--- src/rtl/sync_fifo_pkg.sv ---
// Shared constants and helpers for the synchronous FIFO slice.
package sync_fifo_pkg;

    // Default geometry used when the top is instantiated without overrides.
    localparam int DEFAULT_DEPTH      = 12;
    localparam int DEFAULT_DATA_WIDTH = 8;

    // Index following idx in a ring of 'depth' slots. The wrap is an explicit
    // compare, so depth does not have to be a power of two.
    function automatic int unsigned ring_next(input int unsigned idx,
                                              input int unsigned depth);
        return (idx == depth - 1) ? 0 : idx + 1;
    endfunction

endpackage

--- src/rtl/sync_fifo_mem.sv ---
// DEPTH x DATA_WIDTH register array: synchronous write, asynchronous read.
// The contents are deliberately not reset; validity is tracked by the caller.
module sync_fifo_mem #(
    parameter int DEPTH      = 12,
    parameter int DATA_WIDTH = 8,
    parameter int ADDR_W     = $clog2(DEPTH)
) (
    input  logic                  clk,
    input  logic                  wr_en_i,
    input  logic [ADDR_W-1:0]     wr_addr_i,
    input  logic [DATA_WIDTH-1:0] wr_data_i,
    input  logic [ADDR_W-1:0]     rd_addr_i,
    output logic [DATA_WIDTH-1:0] rd_data_o
);

    logic [DATA_WIDTH-1:0] mem_q [DEPTH];

    // Store the incoming word in the addressed slot when a write is accepted.
    always_ff @(posedge clk) begin
        if (wr_en_i) begin
            mem_q[wr_addr_i] <= wr_data_i;
        end
    end

    // Show-ahead read: the addressed slot is visible without a clock edge.
    always_comb begin
        rd_data_o = mem_q[rd_addr_i];
    end

endmodule

--- src/rtl/sync_fifo.sv ---
// Single-clock first-word-fall-through FIFO with full/empty flags.
// Requests that would overflow or underflow are silently ignored.
module sync_fifo
    import sync_fifo_pkg::*;
#(
    parameter int DEPTH      = DEFAULT_DEPTH,
    parameter int DATA_WIDTH = DEFAULT_DATA_WIDTH
) (
    input  logic                  clk,
    input  logic                  rst_n,
    input  logic [DATA_WIDTH-1:0] data_wr,
    input  logic                  wr_en,
    output logic                  fifo_full,
    output logic [DATA_WIDTH-1:0] data_rd,
    input  logic                  rd_en,
    output logic                  fifo_empty
);

    localparam int PTR_W = $clog2(DEPTH);
    localparam int CNT_W = $clog2(DEPTH + 1);

    logic [PTR_W-1:0]      wr_ptr_q, wr_ptr_d;
    logic [PTR_W-1:0]      rd_ptr_q, rd_ptr_d;
    logic [CNT_W-1:0]      count_q,  count_d;
    logic                  wr_acc;
    logic                  rd_acc;
    logic [DATA_WIDTH-1:0] mem_rd_data;

    sync_fifo_mem #(
        .DEPTH      (DEPTH),
        .DATA_WIDTH (DATA_WIDTH),
        .ADDR_W     (PTR_W)
    ) u_mem (
        .clk       (clk),
        .wr_en_i   (wr_acc),
        .wr_addr_i (wr_ptr_q),
        .wr_data_i (data_wr),
        .rd_addr_i (rd_ptr_q),
        .rd_data_o (mem_rd_data)
    );

    // Flags come only from the registered count, so requests never reach them combinationally.
    always_comb begin
        fifo_empty = (count_q == '0);
        fifo_full  = (count_q == CNT_W'(DEPTH));
        data_rd    = fifo_empty ? '0 : mem_rd_data;
    end

    // Accept logic, pointer advance with explicit wrap, and occupancy update.
    always_comb begin
        wr_acc   = wr_en && !fifo_full;
        rd_acc   = rd_en && !fifo_empty;
        wr_ptr_d = wr_ptr_q;
        rd_ptr_d = rd_ptr_q;
        count_d  = count_q;
        if (wr_acc) begin
            wr_ptr_d = PTR_W'(ring_next(32'(wr_ptr_q), DEPTH));
        end
        if (rd_acc) begin
            rd_ptr_d = PTR_W'(ring_next(32'(rd_ptr_q), DEPTH));
        end
        case ({wr_acc, rd_acc})
            2'b10:   count_d = count_q + CNT_W'(1);
            2'b01:   count_d = count_q - CNT_W'(1);
            default: count_d = count_q;
        endcase
    end

    // Control state; reset empties the queue immediately, without a clock edge.
    always_ff @(posedge clk or negedge rst_n) begin
        if (!rst_n) begin
            wr_ptr_q <= '0;
            rd_ptr_q <= '0;
            count_q  <= '0;
        end else begin
            wr_ptr_q <= wr_ptr_d;
            rd_ptr_q <= rd_ptr_d;
            count_q  <= count_d;
        end
    end

endmodule

--- config.mk ---
export PLATFORM = sky130hd
export DESIGN_NAME = sync_fifo
export DESIGN_NICKNAME = d
export VERILOG_FILES = /design/src/rtl/sync_fifo_pkg.sv /design/src/rtl/sync_fifo_mem.sv /design/src/rtl/sync_fifo.sv
export SDC_FILE = /design/constraint.sdc
export NUM_CORES = 1
export LEC_CHECK = 0
export CAP_MARGIN = 5
export CORE_ASPECT_RATIO = 2
export CORE_MARGIN = 2
export CORE_UTILIZATION = 30
export DETAILED_ROUTE_END_ITERATION = 12
export PLACE_DENSITY_LB_ADDON = 0.1
export SYNTH_ARGS = -nofsm -noshare
export SYNTH_HDL_FRONTEND = slang
export SYNTH_SLANG_ARGS = --single-unit
--- constraint.sdc ---
create_clock -name clk -period 2.3 [get_ports clk]
set_input_delay 0.575 -clock clk [delete_from_list [all_inputs] [get_ports clk]]
set_output_delay 0.575 -clock clk [all_outputs]
set_load 0.02 [all_outputs]
Yosys cells after proc, flatten, opt, wreduce, memory -nomap -nowiden --
Memories as Yosys holds them, arrays and structs flattened. Index checks and enable logic that the tools add are counted.
Storage, ports and cells: register bits after elaboration 12, memories 1, bits in writable memories 96, logic and storage cells 25, bits of input ports 12
Cells by class: add/sub/neg operators 4, eq/ne operators 5, reduce and logical (&&, ||, !) cells 6, multiplexer cells 6
Memories:
- u_mem.mem_q | depth 12, width 8, rd ports 1, clocked after memory_dff 0, write ports 1, RTL line sync_fifo_mem.sv:16 | logic [DATA_WIDTH-1:0] mem_q [DEPTH];
Operators by type and width (number):
- $add 4x1->4 const B | 3
- $eq 4x4->1 const B | 3
- $mux 4 | 2
- $mux 8 | 1
- $pmux 4 s2 | 1
- $logic_not 4->1 | 1
- $sub 4x1->4 const B | 1
- $eq 2x1->1 const B | 1
- $eq 2x2->1 const B | 1
- $logic_and 1x1->1 | 2
- $logic_not 1->1 | 2
- $mux 1 | 2
- $reduce_bool 2->1 | 1

Depth between registers and ports, before layout --
Gate-level depths: netlist of run 1.
depth in word-level cells 5, depth in mapped cells 10, gate-level depth less buffers 9

Modules after synthesis --
A second synthesis of run 1 with hierarchy kept.
Second synthesis, totals: cell total of the unflattened synthesis 258, area, all modules 4563.1 um^2
By module, submodules not included:
- sync_fifo_mem | times used 1, sequential area each 2882.8 um^2, area an instance 3713.6 um^2, cells each 174
- sync_fifo | times used 1, sequential area each 300.3 um^2, area an instance 849.6 um^2, cells each 84

Worst setup path before layout of run 1 --
No wires, ideal clock.
path type register to register, start register count_q[0], end register count_q[2], path buffers 0, arrival time 2.075 ns, period minus slack after synthesis 2.204 ns, setup slack 0.096 ns, data required time 2.171 ns, setup time 0.129 ns, stages on the path, launching flop included 10, path through dfrtp_1 > o41ai_4 > inv_2 > ha_1 > xor2_1 > ha_1 > a21oi_1 > xor2_1 > nor2_1 > xor2_1
Between the ends: word-level cells in the longest chain between the ends 5, elaborated cells on any way between the ends 12
RTL lines:
- start, declared | RTL line sync_fifo.sv:24 | logic [CNT_W-1:0] count_q, count_d;
- start signal, assigned | RTL line sync_fifo.sv:78 | count_q <= count_d;
- $logic_not 4->1 * | RTL line sync_fifo.sv:44 | fifo_empty = (count_q == '0);
- $logic_not 1->1 * | RTL line sync_fifo.sv:52 | rd_acc = rd_en && !fifo_empty;
- $logic_and 1x1->1 * | RTL line sync_fifo.sv:52
- named net rd_acc | RTL line sync_fifo.sv:26 | logic rd_acc;
- $eq 2x1->1 or $eq 2x2->1 (tied branches) | RTL line sync_fifo.sv:62 | case ({wr_acc, rd_acc})
- $pmux 4 s2 or $reduce_bool 2->1 (tied branches)
The timed path passes the listed nets; every way through them passes the cells marked *. A chain may end at the register's enable or synchronous reset.

Worst setup path after layout of run 1 --
start register rd_ptr_q[1], end output data_rd[4]
Between the ends: word-level cells in the longest chain between the ends 2
RTL lines:
- start, declared | RTL line sync_fifo.sv:23 | logic [PTR_W-1:0] rd_ptr_q, rd_ptr_d;
- start signal, assigned | RTL line sync_fifo.sv:77 | rd_ptr_q <= rd_ptr_d;
- $mem_v2 12x8
- $mux 8 | RTL line sync_fifo.sv:46 | data_rd = fifo_empty ? '0 : mem_rd_data;
- end, declared | RTL line sync_fifo.sv:14 | output logic [DATA_WIDTH-1:0] data_rd,
No other way between the ends.

==> results of run 1 <==
what timing repair did:
action | in CTS | in global routing
gates resized for setup | 60 | 8
hold endpoints to repair | 0 | 0
setup endpoints to repair | 10 | 10
hold buffers | 0 | 0
setup buffers | 2 | 1
pin swaps | 3 | 3
cloned | 1 | 1
final cells by class:
class | count | area [sq um] | share of cell area, %
Inverter | 8 | 30.03 | 0.5214
Tap cell | 195 | 244.0 | 4.236
Multi-Input combinational cell | 113 | 1239 | 21.51
Timing Repair Buffer | 69 | 726.9 | 12.62
Clock buffer | 9 | 225.2 | 3.910
Clock inverter | 7 | 110.1 | 1.912
Sequential cell | 108 | 3184 | 55.29
metrics by stage:
step,util (%),setup TNS (ns)
global placement,36.13,-1.912
CTS,38.69,-2.158
global route,38.86,-2.458
floorplan,-,0
detailed placement,36.13,-2.188
finish,38.86,-1.952
cell usage in the layout (no fill, tap or decap), drive strengths merged, types with 2 or more instances in the layout:
master         Yosys  final
o21ai             13     13
and2               7      7
mux4              24     24
a21o               2      2
xor2               4      4
buf               10     57
mux2               3      3
a21oi             12     12
mux2i              8      8
and3               3      3
clkdlybuf4s50      0     11
clkinv             0      2
nor3b              2      2
a311oi             2      2
edfxtp            96     96
nor3               4      4
bufinv             0      2
ha                 8      8
inv                8     10
dfrtp             12     12
clkbuf             3      9
nand2              2      2
nor2               5      5
power by group through the flow:
stage | Combinational (mW) | Clock [mW] | Sequential, mW
floorplan | 1.66 | 0 | 2.59
global placement | 2.86 | 0 | 2.62
detailed placement | 2.87 | 0 | 2.63
CTS | 3.00 | 1.75 | 2.59
global route | 3.21 | 1.84 | 2.62
finish | 2.96 | 1.71 | 2.59
registers in the layout, indices dropped and copies added (netlist names):
signal       flops
u_mem.mem_q     96
wr_ptr_q         4
count_q          4
rd_ptr_q         4
critical path: cells and delay by family, from the launching register on:
kind | cells | cell delay [ns]
multiplexers | 2 | 0.64
flip-flops | 1 | 0.43
AO/OA/AOI/OAI | 1 | 0.08
buffers and inverters | 4 | 0.52
kinds of logic (layout without fill, tap and decap cells):
logic type	Yosys count	in the layout	share of synthesized area, %
flip-flops	108	108	70.16
AO/OA/AOI/OAI	35	35	5.102
multiplexers	35	35	15.00
AND/OR/NAND/NOR	30	30	3.889
buffers and inverters	21	93	2.675
adder cells (fa/ha/maj)	8	8	2.206
XOR/XNOR	5	5	0.9652
worst paths after layout:
| check | start | slack (ns) | to | cells past startpoint |
|---|---|---|---|---|
| worst max-delay path | rd_ptr_q[1] | -0.29 | data_rd[4] | 7 |
| worst min-delay path | count_q[3] | 0.59 | count_q[3] | 2 |
| worst max register to register | count_q[1] | 0.12 | count_q[2] | 10 |
| worst min register to register | count_q[3] | 0.59 | count_q[3] | 2 |
| max in group asynchronous | rst_n | 1.23 | rd_ptr_q[1] | 1 |
| min in group asynchronous | rst_n | 0.62 | count_q[1] | 1 |
layer usage:
layer	track usage, %	wire length (um)	part of all wire (%)	up-vias
li1	-	-	-	1101
met1	15.04	3996	37	1270
met2	26.36	6230	58	33
met3	2.505	236	2.2	15
met4	6.313	337	3.1	0
met5	0	0	0	-
==> flow_summary.json, run 1 <==
{
  "root_buffer": "clkbuf_16",
  "p_comb_share_pct": 40.8,
  "via_count": 2419,
  "cellInternalPower_mw": 4.903,
  "antenna_found_initial": 0,
  "clock_latency_ns": 0.35,
  "fillers": 1455,
  "critPathCaptureType": "primary output",
  "synth_area_leaders": "edfxtp_1 64%, mux4_2 8.4%, dfrtp_1 6.6%, mux4_1 4.1%, ha_1 2.2%",
  "antennaDiodeCount": 0,
  "ys_seq_elements": 108,
  "p_total_mw": 7.262,
  "cts_sinks": 108,
  "yosysUniqueCellTypes": 40,
  "final_hold_viol_count": 0,
  "final-setup-viol-count": 8,
  "fin_crit_sh_pct": 112.8,
  "cp_data_arrival_time_ns": 2.02,
  "worst_slack_ns": -0.2940,
  "outcome": "finished, violations left",
  "first_global_vias": 2614,
  "clkTransAtPathRegs_ns": 0.08,
  "p_per_area_nw_per_um2": 1261,
  "io_pins": 22,
  "dp_hpwl_um": 7354,
  "seq_power_share_pct": 35.7,
  "relSlewSlack_pct": 56.61,
  "yosysTopAreaCell": "edfxtp_1",
  "drtAntennaViolNets": 0,
  "syn_area_sq_um": 4537,
  "wl_um": 10800,
  "final_cells": 509,
  "slowest_delay_ns": 0.47,
  "die_height_um": 177.9,
  "area_growth_pct": 26.94,
  "fmax_mhz": 385.5,
  "yosysMostFrequentCell": "edfxtp_1",
  "synth.top_cell.area_share_pct": 63.54,
  "cp_data_required_time_ns": 1.73,
  "drive_gt1_share_pct": 35.03,
  "dp_slack_ns": -0.3033,
  "grt_max_degree": 20,
  "cp_cell_sequence": "buf_12, buf_8, buf_6, mux4_2, mux2i_1, a21oi_1, buf_4",
  "timing.max_cap.violations": 0,
  "ys_seq_area_share_pct": 70.16,
  "syn_avg_cell_area_sq_um": 18.75,
  "grt.overflow.total": 0,
  "drc": 0,
  "pwr-share-clk_pct": 23.5,
  "viasPerCell": 4.752,
  "slew_violations": 0,
  "start_util_pct": 30.61,
  "fin_area_sq_um": 5759,
  "grt_setup_unrepaired": "true",
  "die_area_sq_um": 16180,
  "dp.cells": 488,
  "die_w_um": 90.96,
  "netSwitchingFraction_pct": 32.49,
  "path_class": "reg2out",
  "finalWeightedCongestion": 0.7245,
  "row_count": 63,
  "fin_skew_ns": 0.01130,
  "synth_edf_count": 96,
  "nets": 329,
  "p_leak_nw": 2.043,
  "slowest_stage": "mux4_2",
  "placeableCoreArea_sq_um": 14820,
  "peakVddDrop_uv": 529.8,
  "violations": "negative setup slack",
  "ys_warn_count": 0,
  "htree_num_levels": 3,
  "grt_pass1_wl_um": 16060,
  "hold_path_class": "reg2reg",
  "syn_inst": 242,
  "synth_common_cells": "96 x edfxtp_1, 17 x mux4_2, 13 x o21ai_0",
  "whs_ns": 0.5918,
  "startpoint_type": "flop",
  "ys_async_sr_fraction_pct": 11.11,
  "cts_max_path_buffers": 2,
  "ys.flop_type": "edfxtp_1",
  "critPathMaxFanout": 6,
  "grtUsageTotal_pct": 14.01,
  "drt_iter0_drc": 102,
  "cts_tree": "yes",
  "cts_buffers": 9,
  "wl_per_cell_um": 21.22,
  "io_buffers": 21,
  "fin_crit_ns": 2.594,
  "dr.pass1.iters": 4,
  "placed_area_sq_um": 5354,
  "tightest_slew_ns": 0.6489,
  "syn_nets": 262,
  "switchingPower_mw": 2.359
}
Note: power is estimated with default switching activity, not from simulation.
==> inputs of run 2 (changes only) <==
--- a/config.mk
+++ b/config.mk
@@ -10,7 +10,7 @@
 export CORE_MARGIN = 2
 export CORE_UTILIZATION = 30
 export DETAILED_ROUTE_END_ITERATION = 12
-export PLACE_DENSITY_LB_ADDON = 0.1
+export SLEW_MARGIN = 20
 export SYNTH_ARGS = -nofsm -noshare
 export SYNTH_HDL_FRONTEND = slang
 export SYNTH_SLANG_ARGS = --single-unit
==> flow_summary.json, run 2 (synthesized netlist as in run 1, its figures left out) <==
{
  "outcome": "finished, violations left",
  "violations": "negative setup slack",
  "viasPerCell": 4.733,
  "cts_buffers": 9,
  "critPathCaptureType": "primary output",
  "grtUsageTotal_pct": 12.21,
  "pwr-share-clk_pct": 21.7,
  "fmax_mhz": 399.3,
  "path_class": "reg2out",
  "die_height_um": 177.9,
  "final_hold_viol_count": 0,
  "dp.cells": 480,
  "fillers": 1412,
  "hold_path_class": "reg2reg",
  "grt.overflow.total": 0,
  "start_util_pct": 30.61,
  "fin_skew_ns": 0.008743,
  "drt_iter0_drc": 209,
  "switchingPower_mw": 2.208,
  "nets": 318,
  "htree_num_levels": 3,
  "regMostFlops": "u_mem.mem_q",
  "grt_max_degree": 18,
  "placeableCoreArea_sq_um": 14820,
  "p_per_area_nw_per_um2": 1230,
  "clock_latency_ns": 0.35,
  "drtAntennaViolNets": 0,
  "startpoint_type": "flop",
  "antenna_found_initial": 0,
  "die_area_sq_um": 16180,
  "drc": 0,
  "final_cells": 498,
  "final_common_cell": "edfxtp_1",
  "wl_um": 9234,
  "fin_crit_sh_pct": 108.9,
  "grt_setup_unrepaired": "true",
  "multi_input_area_sq_um": 1226,
  "relSlewSlack_pct": 61.71,
  "final-setup-viol-count": 8,
  "io_buffers": 21,
  "dr.pass1.iters": 4,
  "cts_sinks": 108,
  "fin_crit_ns": 2.504,
  "first_global_vias": 2518,
  "grt_pass1_wl_um": 14320,
  "cts_max_path_buffers": 2,
  "die_w_um": 90.96,
  "worst_slack_ns": -0.2043,
  "ff_latch_area_sq_um": 3184,
  "cts_tree": "yes",
  "cellInternalPower_mw": 4.745,
  "slew_violations": 0,
  "root_buffer": "clkbuf_16",
  "dp_hpwl_um": 6635,
  "largest_reg_flops": 96,
  "netSwitchingFraction_pct": 31.76,
  "io_pins": 22,
  "p_leak_nw": 1.965,
  "row_count": 63,
  "wl_per_cell_um": 18.54,
  "finalWeightedCongestion": 0.7454,
  "tightest_slew_ns": 0.5725,
  "peakVddDrop_uv": 396.1,
  "via_count": 2357,
  "final_cell_mix": "96 x edfxtp_1, 28 x buf_4, 24 x mux4_2",
  "drive_gt1_share_pct": 32.67,
  "timing.max_cap.violations": 0,
  "cp_data_required_time_ns": 1.73,
  "critPathMaxFanout": 7,
  "area_growth_pct": 24.60,
  "holdBufCountCts": 0,
  "seq_power_share_pct": 37.5,
  "antennaDiodeCount": 0,
  "clkTransAtPathRegs_ns": 0.07,
  "dp_slack_ns": -0.3204,
  "cp_data_arrival_time_ns": 1.93,
  "p_comb_share_pct": 40.8
}
==> run 2: area by class of cell <==
cell class,count,share of cell area [%]
sequential,108,56.33
multi-input combinational,113,21.69
clock inverter,5,1.085
clock buffer,11,4.117
timing repair buffer,58,11.93
tap,195,4.316
inverter,8,0.5312
==> run 2: per-stage QoR <==
step	total power [mW]	TNS, ns	instance area (sq um)	hold slack (ns)	util, %
2_1_floorplan	4.252	0	4537	0.2794	-
3_3_place_gp	5.388	-3.161	5356	0.5743	36.14
3_5_place_dp	5.452	-3.452	5356	0.5751	36.14
4_1_cts	7.047	-1.712	5670	0.5883	38.26
5_1_grt	7.325	-1.944	5653	0.6233	38.15
6_report	6.953	-1.291	5653	0.5833	38.15
==> run 2: what timing repair did <==
item,in CTS,in global routing
setup endpoints to repair,10,9
pin swaps,6,7
setup buffers,2,1
gates cloned,1,0
resized for setup,60,8
==> run 2: layer usage <==
layer | GRT usage [%] | share of wire (%)
met1 | 11.88 | 35
met2 | 23.58 | 58
met3 | 2.548 | 3.0
met4 | 6.503 | 3.2
met5 | 0 | 0
==> run 2: worst max-delay path, stage by stage, from the launching register on <==
cell	delay [ns]
dfrtp_2	0.46
buf_12	0.16
mux4_2	0.51
mux2i_2	0.19
a21oi_1	0.10
buf_4	0.17
==> run 2: worst paths after layout <==
path | start | to | slack [ns] | depth (start not counted)
worst max-delay path | rd_ptr_q[1] | data_rd[3] | -0.20 | 5
worst min-delay path | count_q[3] | count_q[3] | 0.58 | 2
worst max register to register | count_q[1] | count_q[2] | 0.16 | 10
worst min register to register | count_q[3] | count_q[3] | 0.58 | 2
max in group asynchronous | rst_n | rd_ptr_q[1] | 1.30 | 1
min in group asynchronous | rst_n | count_q[0] | 0.59 | 1
==> run 2: power by group through the flow <==
stage / Combinational, mW / Clock, mW / Sequential (mW)
2_1_floorplan: 1.66 / 0 / 2.59
3_3_place_gp: 2.77 / 0 / 2.62
3_5_place_dp: 2.82 / 0 / 2.63
4_1_cts: 2.90 / 1.54 / 2.61
5_1_grt: 3.09 / 1.60 / 2.64
6_report: 2.84 / 1.51 / 2.61
==> inputs of run 3 (changes only) <==
--- a/config.mk
+++ b/config.mk
@@ -8,7 +8,7 @@
 export CAP_MARGIN = 5
 export CORE_ASPECT_RATIO = 2
 export CORE_MARGIN = 2
-export CORE_UTILIZATION = 30
+export CORE_UTILIZATION = 45
 export DETAILED_ROUTE_END_ITERATION = 12
 export SLEW_MARGIN = 20
 export SYNTH_ARGS = -nofsm -noshare
==> flow_summary.json, run 3 (synthesized netlist as in run 1, its figures left out) <==
{
  "outcome": "finished, violations left",
  "violations": "negative setup slack",
  "grt_max_degree": 20,
  "p_per_area_nw_per_um2": 1239,
  "io_pins": 22,
  "rr_worst_depth": 10,
  "grt_setup_unrepaired": "true",
  "grt_pass1_wl_um": 14320,
  "largest_reg_flops": 96,
  "drc": 0,
  "placed_area_sq_um": 5315,
  "final_cell_mix": "96 x edfxtp_1, 42 x buf_4, 22 x mux4_2",
  "dr.pass1.iters": 4,
  "cts_tree": "yes",
  "final_hold_viol_count": 0,
  "wl_per_cell_um": 20.38,
  "nets": 333,
  "antennaDiodeCount": 0,
  "final_common_cell": "edfxtp_1",
  "relSlewSlack_pct": 60.32,
  "cts_buffers": 9,
  "drive_gt1_share_pct": 35.22,
  "timing.max_cap.violations": 0,
  "hold_depth": 2,
  "io_buffers": 21,
  "antenna_found_initial": 0,
  "worst_slack_ns": -0.2048,
  "die_height_um": 146,
  "fmax_mhz": 399.2,
  "fillers": 749,
  "clkTransAtPathRegs_ns": 0.07,
  "tightest_slew_ns": 0.5934,
  "htree_num_levels": 3,
  "peakVddDrop_uv": 665.4,
  "r2r-start": "count_q[1]",
  "whs_endpoint": "count_q[3]",
  "drt_iter0_drc": 143,
  "r2r_setup_slack_ns": 0.12,
  "slew_violations": 0,
  "viasPerCell": 5.278,
  "path_class": "reg2out",
  "reg2reg_to": "count_q[2]",
  "regMostFlops": "u_mem.mem_q",
  "fin_crit_ns": 2.505,
  "cp_data_arrival_time_ns": 1.93,
  "row_count": 51,
  "startpoint_type": "flop",
  "fin_skew_ns": 0.005017,
  "grt.overflow.total": 0,
  "via_count": 2375,
  "wl_um": 9169,
  "clock_latency_ns": 0.34,
  "critPathMaxFanout": 8,
  "hold_path_class": "reg2reg",
  "whs_ns": 0.6030,
  "cts_sinks": 108,
  "drtAntennaViolNets": 0,
  "root_buffer": "clkbuf_16",
  "holdBufCountCts": 0,
  "post-route-util_pct": 58.07,
  "critPathCaptureType": "primary output",
  "p_leak_nw": 2.035,
  "placeableCoreArea_sq_um": 9763,
  "cts_max_path_buffers": 2,
  "finalWeightedCongestion": 0.6963,
  "cp_data_required_time_ns": 1.73,
  "area_growth_pct": 24.96,
  "dp_hpwl_um": 6443,
  "grtUsageTotal_pct": 18.92,
  "fin_area_sq_um": 5669,
  "fin_crit_sh_pct": 108.9,
  "die_area_sq_um": 10950,
  "dp_slack_ns": -0.4047,
  "die_w_um": 75,
  "min-delay-start": "count_q[3]",
  "final-setup-viol-count": 8,
  "start_util_pct": 46.47,
  "first_global_vias": 2584
}
run 3: cell types whose count changed in the layout (fill, tap and decap cells not counted), sizes merged:
cell,before,now
bufinv,1,0
clkbuf,11,9
clkinvlp,0,3
buf,46,61
run 3: worst max-delay path, stage by stage, from the launching register on:
cell and delay [ns]:
dfrtp_2 0.43, buf_12 0.16, buf_12 0.11, mux4_2 0.48, mux2i_1 0.16, a21oi_1 0.09
buf_4 0.16
run 3: routing by layer:
metal,GRT usage [%],wire length (um),vias up
met2,34.56,5518,42
met1,21.26,3266,1212
met3,3.740,253,9
met4,5.625,130,0
met5,0,0,-
li1,-,-,1112
run 3: final cells by class:
cell class | instances | area (sq um) | area share (%)
Clock buffer | 9 | 225.2 | 3.973
Inverter | 8 | 30.03 | 0.5297
Clock inverter | 7 | 52.55 | 0.9269
Sequential cell | 108 | 3184 | 56.17
Timing Repair Buffer | 73 | 764.5 | 13.48
Multi-Input combinational cell | 113 | 1247 | 22.00
Tap cell | 132 | 165.2 | 2.913
run 3: worst max-delay path by stage:
stage	startpoint	end	slack, ns	depth (start not counted)
CTS	rd_ptr_q[1]	data_rd[3]	-0.23	6
floorplan	count_q[0]	count_q[2]	0.1	9
detailed placement	rd_ptr_q[0]	data_rd[2]	-0.40	6
finish	rd_ptr_q[1]	data_rd[3]	-0.20	6
global route	rd_ptr_q[1]	data_rd[6]	-0.28	6
global placement	rd_ptr_q[0]	data_rd[2]	-0.41	6
run 3: timing repair:
item / in CTS / in global routing
gates cloned: 1 / 0
buffers inserted: 8 / 0
resized for setup: 60 / 6
pin swaps: 4 / 8
endpoints found under the setup margin: 9 / 11
run 3: report_power, final:
group	internal, mW	total (mW)	switching (mW)
sequential	2.44	2.60	0.159
combinational	1.58	3.02	1.45
clock	0.737	1.40	0.666
run 3: metrics by stage:
step | instances | TNS [ns] | total power, mW
2_1_floorplan | 242 | 0 | 4.252
3_3_place_gp | 427 | -1.957 | 5.477
3_5_place_dp | 427 | -2.149 | 5.515
4_1_cts | 452 | -1.520 | 7.150
5_1_grt | 450 | -1.794 | 7.398
6_report | 450 | -1.192 | 7.022
